**src/rtl/lzd_pkg.sv**
```systemverilog
// Shared definitions for the leading-zero/one detect and normalise pipeline.
// Latency: n/a (types and constant functions only).
// Backpressure: n/a.
package lzd_pkg;

    // Polarity of the leading run being counted.
    typedef enum logic {
        LZ_MODE_ZERO = 1'b0,
        LZ_MODE_ONE  = 1'b1
    } lz_mode_e;

    // Count must represent 0..w inclusive, so one bit more than log2(w).
    function automatic int count_width(input int w);
        return $clog2(w) + 1;
    endfunction

endpackage

```
**src/rtl/lzd_tree.sv**
```systemverilog
// Combinational leading-zero detector built as a recursive halving tree.
// Latency: 0 cycles (pure combinational).
// Backpressure: none; count is meaningful only when valid=1 (some bit set).
module lzd_tree #(
    parameter int W = 32
) (
    input  logic [W-1:0]         data,
    output logic [$clog2(W)-1:0] count,
    output logic                 valid
);

    generate
        if (W == 2) begin : g_leaf
            // Two-bit leaf: one leading zero exactly when the upper bit is clear.
            assign valid = data[1] | data[0];
            assign count = ~data[1];
        end else begin : g_node
            localparam int HW  = W / 2;
            localparam int HCW = $clog2(HW);

            logic [HCW-1:0] cnt_hi;
            logic [HCW-1:0] cnt_lo;
            logic           vld_hi;
            logic           vld_lo;

            lzd_tree #(.W(HW)) u_hi (
                .data  (data[W-1:HW]),
                .count (cnt_hi),
                .valid (vld_hi)
            );

            lzd_tree #(.W(HW)) u_lo (
                .data  (data[HW-1:0]),
                .count (cnt_lo),
                .valid (vld_lo)
            );

            // An empty upper half contributes HW zeros (the inverted valid as MSB)
            // and the lower half supplies the remaining bits.
            assign valid = vld_hi | vld_lo;
            assign count = {~vld_hi, (vld_hi ? cnt_hi : cnt_lo)};
        end
    endgenerate

endmodule

```
**src/rtl/lzd_norm_pipe.sv**
```systemverilog
// Leading zero/one count plus left-normalise, two-stage valid/ready pipeline.
// Latency: 2 cycles from input transfer to out_valid; one result per cycle.
// Backpressure: stages hold under out_ready=0, bubbles collapse, in_ready drops once both stages are full.
module lzd_norm_pipe
    import lzd_pkg::*;
#(
    parameter  int W  = 32,
    localparam int CW = count_width(W)
) (
    input  logic          clk,
    input  logic          rst,
    input  logic          in_valid,
    output logic          in_ready,
    input  logic [W-1:0]  in_data,
    input  logic          in_mode,
    output logic          out_valid,
    input  logic          out_ready,
    output logic [CW-1:0] out_count,
    output logic          out_found,
    output logic [W-1:0]  out_norm
);

    logic [W-1:0]  search;
    logic [CW-2:0] tree_cnt;
    logic          tree_vld;
    logic [CW-1:0] in_cnt;

    logic          s1_vld;
    logic [W-1:0]  s1_data;
    lz_mode_e      s1_mode;
    logic [CW-1:0] s1_cnt;

    logic          s1_load;
    logic          s2_load;
    logic          s1_found;
    logic [W-1:0]  s1_norm;

    // Counting leading ones is counting leading zeros of the inverted word.
    assign search = in_data ^ {W{in_mode}};

    lzd_tree #(.W(W)) u_tree (
        .data  (search),
        .count (tree_cnt),
        .valid (tree_vld)
    );

    // An all-polarity operand has no differing bit: report the full width.
    assign in_cnt = tree_vld ? {1'b0, tree_cnt} : CW'(W);

    assign s2_load  = !out_valid || out_ready;
    assign s1_load  = !s1_vld || s2_load;
    assign in_ready = s1_load;

    // Normalise the S1 operand; count==W is the only value with the MSB set.
    always_comb begin
        s1_found = !s1_cnt[CW-1];
        if (s1_mode == LZ_MODE_ONE) begin
            s1_norm = ~((~s1_data) << s1_cnt);
        end else begin
            s1_norm = s1_data << s1_cnt;
        end
    end

    // Stage 1: capture operand, mode and count whenever the stage can advance.
    always_ff @(posedge clk) begin
        if (rst) begin
            s1_vld  <= 1'b0;
            s1_data <= '0;
            s1_mode <= LZ_MODE_ZERO;
            s1_cnt  <= '0;
        end else if (s1_load) begin
            s1_vld <= in_valid;
            if (in_valid) begin
                s1_data <= in_data;
                s1_mode <= lz_mode_e'(in_mode);
                s1_cnt  <= in_cnt;
            end
        end
    end

    // Stage 2: result registers, held stable while the consumer stalls.
    always_ff @(posedge clk) begin
        if (rst) begin
            out_valid <= 1'b0;
            out_count <= '0;
            out_found <= 1'b0;
            out_norm  <= '0;
        end else if (s2_load) begin
            out_valid <= s1_vld;
            if (s1_vld) begin
                out_count <= s1_cnt;
                out_found <= s1_found;
                out_norm  <= s1_norm;
            end
        end
    end

endmodule

```
**config.mk**
```make
export PLATFORM = sky130hd
export DESIGN_NAME = lzd_norm_pipe
export DESIGN_NICKNAME = d
export VERILOG_FILES = /design/src/rtl/lzd_pkg.sv /design/src/rtl/lzd_tree.sv /design/src/rtl/lzd_norm_pipe.sv
export SDC_FILE = /design/constraint.sdc
export NUM_CORES = 1
export LEC_CHECK = 0
export BUFFER_PORTS_ARGS = -buffer_cell sky130_fd_sc_hd__buf_2
export CAP_MARGIN = 25
export CORE_MARGIN = 10
export CORE_UTILIZATION = 58
export DETAILED_ROUTE_END_ITERATION = 7
export PLACE_DENSITY = 0.88
export SLEW_MARGIN = 30
export SYNTH_ARGS = -nofsm -noshare
export SYNTH_HDL_FRONTEND = slang
export SYNTH_SLANG_ARGS = --single-unit
```
**constraint.sdc**
```tcl
create_clock -name clk -period 2.1 [get_ports clk]
set_input_delay 0.21 -clock clk [delete_from_list [all_inputs] [get_ports clk]]
set_output_delay 0.21 -clock clk [all_outputs]
set_load 0.02 [all_outputs]
```
==> impl_summary.txt, run 1 <==
----------------------------------------------------
[Status]
  Run status ... finished, violations left
  Violations in the final reports ... setup timing

[Timing]
  Final worst clock skew ... 0.0119 ns
  Total count of max-transition violations in the final report ... 0
  Ratio of final minimum period to clock period ... 104%
  Shortest clock period the worst path allows after layout ... roughly 2.2 ns
  Final setup TNS ... -0.0792 ns
  Worst Tran Pin Value ... 0.804 ns
  Top achievable clock speed ... 459 MHz
  Crit path setup slack, layout ... -0.0792 ns
  Count of final hold-check violations ... 0
  Slew margin rel. ... 45.7%
  Final Setup Violations ... 1

[Clocking]
  H-tree depth ... 3
  Clock buffer count from CTS ... 9
  Clock net sink count ... 80
  Clock transition at the register clock pins on the worst setup and hold paths after CTS ... 0.09 ns
  Clock latency at the later pin of the worst-skew pair ... roughly 0.38 ns
  CTS tree ... yes
  Hold buffers post-CTS ... 0
  Buffer cell driving the clock tree root ... sky130_fd_sc_hd__clkbuf_8
  Number of buffers on the longest clock path ... 2

[Cells and area]
  Post-route cell area ... 0.00714 sq mm
  Fraction of layout cells with a size suffix above 1 ... between 20% and 30%
  Number of nets at the end of the flow ... about 860
  Post-Layout Cell Count ... 968
  Syn-to-layout area delta ... 19.5%

[Placement]
  Cells after DPL ... 943
  Placed wire-length estimate after detailed placement ... ~17000 microns
  Placed cell areas ... 0.00684 sq mm
  Final weighted congestion in routability-driven placement ... around 0.95
  Port-buffer cells ... 77

[Synthesis]
  Cell with the most instances after synthesis ... sky130_fd_sc_hd__nand2_1
  Largest family of logic cells by synthesized area ... compound AO/OA/AOI/OAI gates
  Post-synthesis cell type with the largest combined area ... sky130_fd_sc_hd__dfxtp_1
  Area share of the leading cell type in the synthesized netlist ... 26.8%
  Count of flip-flops with a built-in enable after synthesis ... 0
  Largest cells by area after synthesis ... sky130_fd_sc_hd__dfxtp_1, sky130_fd_sc_hd__mux4_2, sky130_fd_sc_hd__nand2_1
  Top cells by count, synth ... sky130_fd_sc_hd__nand2_1, sky130_fd_sc_hd__a21oi_1, sky130_fd_sc_hd__dfxtp_1
  FF+latch count, synth ... 80
  Synth Instances ... ~720
  Netlist Area Pre-Place ... ~0.006 sq mm
  Adder-cell area share of the yosys netlist ... 0%
  Flip-flop cell with the highest count after synthesis ... sky130_fd_sc_hd__dfxtp_1
  Asr flop ratio synth ... 0%
  Fraction of synthesized cell area in xor and xnor cells ... 0.293%
  Multiplexer fraction of the synthesized cell area ... 21.4%
  Fraction of the mapped netlist area in compound gates ... 24.8%
  Unique masters post-synth ... 77
  Average cell area after synthesis ... 8.28 sq um
  Number of nets in the synthesized netlist ... about 760
  Yosys warning count ... 0
  Proportion of synthesized chip area in sequential cells ... 26.8%
  Simple-gate share of the synthesized area ... 20.6%

[Floorplan]
  Count of pins on the block boundary ... 78
  Total core area ... 0.0102 sq mm
  Starting density of the core ... around three fifths
  Die footprint ... 0.0148 sq mm
  Die span in y ... approximately 120 microns
  Chip width ... 122 microns
  Number of placement rows ... 37

[GRT]
  Maximum number of pins on one net before global-route repair ... 37
  Global-route usage over all layers ... 29.0%
  Global-route wire length before repair ... 33700 microns
  Leftover overflow at the end of global routing ... 0
  Vias in the first global route ... 6099
  Initial antenna violation count ... 0

[Setup path]
  Worst endpoint data arrival time ... 2.42 ns
  Endpoint type of the worst setup path ... flop
  Maximum fanout along the worst path ... 10
  Startpoint type of the worst setup path ... flop
  CP required ... 2.35 ns
  Critical path class ... reg -> reg

[Hold path]
  Worst Hold Class ... in -> reg

[Drt]
  Average wire per standard cell ... 23.2 microns
  Final wirelength ... approximately 22000 microns
  Routed via count divided by cell count ... 6.83
  Vias ... 6612
  Drt first pass iters ... 5
  Count of antenna-violating nets left after detailed routing ... 0
  DRC violation total after the first TritonRoute iteration ... 800
  DRC viols ... 0

[Power and ir drop]
  Total chip power ... 0.00405 W
  IR drop worst, VDD ... 0.000413 V
  Leakage Power ... 2.71 nW
  Power per cell area ... ~570 mW/mm^2

[Run]
  Number of violations of the max-capacitance limit ... 0

----------------------------------------------------
[critical path, cell delays in order, from the launching register on]
cell and delay (ns):
sky130_fd_sc_hd__dfxtp_1 0.70, sky130_fd_sc_hd__nor2_1 0.24, sky130_fd_sc_hd__o211ai_1 0.22, sky130_fd_sc_hd__buf_4 0.23
sky130_fd_sc_hd__buf_4 0.15, sky130_fd_sc_hd__a21oi_1 0.04, sky130_fd_sc_hd__a221oi_1 0.38, sky130_fd_sc_hd__nor3_1 0.09
[power by group]
part	total (W)	internal, W	switching (W)
Clock	0.00133	0.000708	0.000620
Combinational	0.00103	0.000443	0.000590
Sequential	0.00168	0.00159	0.0000995
[state kept, by name, summed over array words and instances (netlist names)]
| register | flops |
|---|---|
| s1_data | 32 |
| s1_vld | 1 |
| out_norm | 32 |
| s1_cnt | 6 |
| out_valid | 1 |
| s1_mode | 1 |
| out_count | 6 |
| out_found | 1 |
[placed cells by master, fill, tap and decap left out, types with 3 or more instances in the layout]
master / instances
sky130_fd_sc_hd__nand2_1: 142
sky130_fd_sc_hd__a21oi_1: 87
sky130_fd_sc_hd__buf_2: 77
sky130_fd_sc_hd__dfxtp_1: 76
sky130_fd_sc_hd__buf_4: 67
sky130_fd_sc_hd__nor2_1: 40
sky130_fd_sc_hd__mux4_2: 38
sky130_fd_sc_hd__o21ai_0: 22
sky130_fd_sc_hd__mux2i_1: 21
sky130_fd_sc_hd__nor3_1: 19
sky130_fd_sc_hd__nand3_1: 15
sky130_fd_sc_hd__inv_1: 12
sky130_fd_sc_hd__nand2b_1: 11
sky130_fd_sc_hd__o211ai_1: 11
sky130_fd_sc_hd__mux2_2: 11
sky130_fd_sc_hd__clkbuf_8: 10
sky130_fd_sc_hd__o221ai_1: 9
sky130_fd_sc_hd__buf_12: 8
sky130_fd_sc_hd__a211oi_1: 7
sky130_fd_sc_hd__o31ai_1: 7
sky130_fd_sc_hd__nor2b_1: 6
sky130_fd_sc_hd__o22ai_1: 6
sky130_fd_sc_hd__a221oi_1: 6
sky130_fd_sc_hd__or4_1: 5
sky130_fd_sc_hd__a22oi_1: 5
sky130_fd_sc_hd__a2bb2oi_1: 5
sky130_fd_sc_hd__a31oi_1: 5
sky130_fd_sc_hd__nand4_1: 5
sky130_fd_sc_hd__o22a_1: 4
sky130_fd_sc_hd__o21ai_1: 4
sky130_fd_sc_hd__a311oi_1: 4
sky130_fd_sc_hd__a32o_1: 4
sky130_fd_sc_hd__nand3b_1: 3
sky130_fd_sc_hd__o21a_1: 3
sky130_fd_sc_hd__nor3b_1: 3
sky130_fd_sc_hd__and3b_1: 3
sky130_fd_sc_hd__mux2i_4: 3
sky130_fd_sc_hd__or3_1: 3
sky130_fd_sc_hd__dfxtp_4: 3
[metrics by stage]
step | hold slack (ns) | util (%) | setup WS [ns]
2_1_floorplan | 0.346 | - | 0.152
3_3_place_gp | 0.427 | 67.1 | 0.00396
3_5_place_dp | 0.437 | 67.1 | -0.0537
4_1_cts | 0.0892 | 69.4 | 0.0106
5_1_grt | 0.121 | 70.1 | -0.0277
6_report | 0.0978 | 70.1 | -0.0792
[cell type report]
| cell class | instances | area [sq um] |
|---|---|---|
| tap | 136 | 170 |
| clock buffer | 12 | 145 |
| fill | 802 | 3040 |
| sequential | 80 | 1610 |
| antenna | 1 | 2.50 |
| multi-input combinational | 568 | 4020 |
| clock inverter | 4 | 76.3 |
| timing repair buffer | 153 | 1060 |
| inverter | 14 | 52.6 |
[kinds of logic after synthesis]
family                 Yosys count
buffers and inverters           74
AND/OR/NAND/NOR                269
XOR/XNOR                         2
multiplexers                    75
AO/OA/AOI/OAI                  222
flip-flops                      80
[repair_timing]
item                       in CTS  in global routing
setup endpoints to repair       6                 16
buffers inserted                0                  8
gates resized for setup         2                  5
[worst paths after layout]
kind | from | end | slack (ns) | cells after the start
hold reg to reg | out_norm[10] | out_norm[10] | 0.45 | 2
hold / removal | in_data[8] | s1_data[8] | 0.1 | 3
setup reg to reg | s1_cnt[5] | out_norm[19] | -0.08 | 7
setup / recovery | s1_cnt[5] | out_norm[19] | -0.08 | 7
[layer usage]
metal	track usage [%]	wire [microns]	share of wire (%)
met5	0	0	0
met1	38.6	8910	40
met3	5.58	2430	11
met2	44.7	10200	46
met4	12.9	901	4.0
Note: power is estimated with default switching activity, not from simulation.
==> run 2: changes to the inputs <==
--- a/config.mk
+++ b/config.mk
@@ -11,6 +11,7 @@
 export CORE_UTILIZATION = 58
 export DETAILED_ROUTE_END_ITERATION = 7
 export PLACE_DENSITY = 0.88
+export RECOVER_POWER = 50
 export SLEW_MARGIN = 30
 export SYNTH_ARGS = -nofsm -noshare
 export SYNTH_HDL_FRONTEND = slang
==> run 2 against run 1 <==
  * The flow still finishes with violations (setup timing)
  * Critical path depth did not move
  * Worst hold slack got worse by 0.0022 ns
  * Routed wire length rose by 0.37%
  * Fmax rose by 1.0%
  * Register-to-register slack improved by 0.02 ns
  * First-iteration DRC count rose by 1.8%
  * Sequential share of layout area rose by 0.20 points
  * Final cell count fell by 0.10%
  * Clock skew fell by 0.00082 ns
  * Power fell by 0.23%
  * Design area fell by 0.88%
  * Critical endpoint unchanged
==> impl_summary.txt, run 2 (synthesized netlist as in run 1, its figures left out) <==
----------------------------------------------------
[Clocking]
  Clock latency at the later pin of the worst-skew pair ... 0.37 ns
  CTS tree ... yes
  H-tree depth ... 3
  Clock buffer count from CTS ... 9
  Clock net sink count ... 80
  Buffer cell driving the clock tree root ... sky130_fd_sc_hd__clkbuf_8
  Clock transition at the register clock pins on the worst setup and hold paths after CTS ... 0.09 ns
  Number of buffers on the longest clock path ... 2
  Hold buffers post-CTS ... 0

[Cells and area]
  Post-Layout Cell Count ... ~970
  Number of nets at the end of the flow ... 863
  Leading cell types in the layout, fill and taps excluded ... sky130_fd_sc_hd__nand2_1, sky130_fd_sc_hd__a21oi_1, sky130_fd_sc_hd__dfxtp_1
  Top flop regs ... out_norm x32, s1_data x32
  Most frequent standard cell in the layout excluding fill and tap cells ... sky130_fd_sc_hd__nand2_1
  Area taken by flip-flops and latches ... 0.00161 sq mm
  Fraction of layout cells with a size suffix above 1 ... 23.6%
  Core Util, Final ... 69.5%
  Area used by multi-input combinational logic ... 0.00402 sq mm
  Filler cell count ... 830
  Number of inserted diodes ... 0
  Syn-to-layout area delta ... 18.4%

[Setup path]
  Crit path max-delay family ... flip-flops
  RR Endpoint ... out_norm[19]
  Worst reg-to-reg path cell count ... 7
  CP required ... 2.35 ns
  Most frequent CP cell ... sky130_fd_sc_hd__buf_4
  Count of buffering cells on the critical path with inverters included ... 2
  Endpoint type of the worst setup path ... flop
  Startpoint type of the worst setup path ... flop
  Launching point of the worst reg2reg path ... s1_cnt[5]
  Maximum fanout along the worst path ... 10
  Cell breakdown of the critical path ... nor2_1 -> o211ai_1 -> buf_4 -> buf_4 -> a21oi_1 -> a221oi_1 -> nor3_1
  CP max-delay cell ... sky130_fd_sc_hd__dfxtp_1
  Flop-to-flop setup slack ... -0.06 ns
  Critical path class ... reg -> reg
  Delay of the slowest cell on the worst path ... 0.68 ns
  Worst endpoint data arrival time ... 2.40 ns

[Hold path]
  Endpoint with the worst hold slack ... s1_data[8]
  Worst Hold Class ... in -> reg
  Critical hold path startpoint ... in_data[8]
  WHS Path Cells ... 3

[Floorplan]
  Die span in y ... about 120 microns
  Number of placement rows ... 37
  Starting density of the core ... between 50% and 60%
  Total core area ... 0.0102 sq mm
  Chip width ... 122 microns
  Count of pins on the block boundary ... 78
  Die footprint ... 0.0148 sq mm

[Timing]
  Worst Tran Pin Value ... 0.804 ns
  Crit path setup slack, layout ... -0.0571 ns
  Count of final hold-check violations ... 0
  Slew margin rel. ... 45.7%
  Final Setup Violations ... 1
  Total count of max-transition violations in the final report ... 0
  Top achievable clock speed ... 464 MHz
  Final worst clock skew ... approximately 0.011 ns
  Shortest clock period the worst path allows after layout ... 2.16 ns
  Ratio of final minimum period to clock period ... 103%

[Power and ir drop]
  Leakage Power ... 2.54 nW
  Net switching power ... 0.00131 W
  Power per cell area ... 570 mW/mm^2
  Fraction of power spent switching nets ... 32.5%
  Clock network fraction of design power ... 32.9%
  Combinational fraction of design power ... 25.3%
  Proportion of power drawn by flip-flops and latches ... between 40% and 50%
  Cell internal power dissipation ... 0.00273 W
  IR drop worst, VDD ... 0.000412 V

[Run]
  Number of violations of the max-capacitance limit ... 0

[GRT]
  Maximum number of pins on one net before global-route repair ... 37
  Leftover overflow at the end of global routing ... 0
  Global-route usage over all layers ... 29.0%
  Global-route wire length before repair ... approximately 34000 microns
  Vias in the first global route ... between 6000 and 7000
  Initial antenna violation count ... 0

[Placement]
  Final weighted congestion in routability-driven placement ... around 0.95
  Placed wire-length estimate after detailed placement ... 16600 microns
  Port-buffer cells ... 77
  Cells after DPL ... around 940
  Pre-CTS setup slack ... -0.0537 ns

[Status]
  Violations in the final reports ... setup timing
  Run status ... finished, violations left

[Drt]
  Count of antenna-violating nets left after detailed routing ... 0
  DRC viols ... 0
  Vias ... roughly 6600
  Drt first pass iters ... 5
  DRC violation total after the first TritonRoute iteration ... 814
  Average wire per standard cell ... 23.3 microns
  Final wirelength ... 22600 microns
  Routed via count divided by cell count ... 6.82

----------------------------------------------------
[run 2: changes by cell type in the layout (fill, tap and decap cells not counted), sizes merged]
cell	change
clkbuf	+43
buf	-43
diode	-1
[run 2: worst max-delay path by stage]
stage                    to  depth (start not counted)  slack, ns  startpoint
6_report       out_norm[19]                          7      -0.06   s1_cnt[5]
3_3_place_gp   out_norm[30]                          6      0.004   s1_cnt[2]
2_1_floorplan  out_norm[19]                          7       0.15   s1_cnt[1]
4_1_cts        out_norm[14]                          4       0.01   s1_cnt[0]
3_5_place_dp   out_norm[14]                          6      -0.05   s1_cnt[2]
5_1_grt        out_norm[19]                          7      -0.03   s1_cnt[5]
[run 2: final cells by class]
| class | instances | area share, % |
|---|---|---|
| Clock inverter | 4 | 1.08 |
| Multi-Input combinational cell | 568 | 56.8 |
| Inverter | 14 | 0.742 |
| Tap cell | 136 | 2.40 |
| Clock buffer | 12 | 2.05 |
| Sequential cell | 80 | 22.8 |
| Timing Repair Buffer | 153 | 14.2 |
[run 2: power groups by stage]
stage | clock network (W) | registers (W) | logic [W]
after floorplan | 0 | 0.00171 | 0.000621
after global placement | 0 | 0.00171 | 0.000968
after detailed placement | 0 | 0.00172 | 0.000988
after CTS | 0.00133 | 0.00168 | 0.000993
after global routing | 0.00137 | 0.00169 | 0.00109
final | 0.00133 | 0.00169 | 0.00102
[run 2: worst register-to-register path, cell delays in order, from the launching register on]
cell	delay, ns
sky130_fd_sc_hd__dfxtp_1	0.68
sky130_fd_sc_hd__nor2_1	0.24
sky130_fd_sc_hd__o211ai_1	0.22
sky130_fd_sc_hd__buf_4	0.23
sky130_fd_sc_hd__buf_4	0.15
sky130_fd_sc_hd__a21oi_1	0.04
sky130_fd_sc_hd__a221oi_1	0.38
sky130_fd_sc_hd__nor3_1	0.09
[run 2: timing repair]
action	CTS	global route
gates resized for setup	2	5
hold endpoints to repair	0	0
setup endpoints to repair	6	16
setup buffers	0	8
gates cloned	0	0
[run 2: through the flow]
stage / setup TNS, ns / hold WS (ns) / instance area (sq um) / power [W]
4_1_cts: 0 / 0.0892 / 7060 / 0.00400
2_1_floorplan: 0 / 0.346 / 5980 / 0.00233
3_5_place_dp: -0.0671 / 0.437 / 6840 / 0.00271
3_3_place_gp: 0 / 0.427 / 6840 / 0.00268
5_1_grt: -0.0533 / 0.121 / 7080 / 0.00416
6_report: -0.0571 / 0.0957 / 7080 / 0.00404
[run 2: layer usage]
| metal | up-vias | share of wire [%] | GRT usage, % |
|---|---|---|---|
| met1 | 3145 | 41 | 38.6 |
| met2 | 436 | 45 | 44.7 |
| met4 | 0 | 4.3 | 12.9 |
| li1 | 2932 | - | - |
| met5 | - | 0 | 0 |
| met3 | 79 | 9.9 | 5.58 |
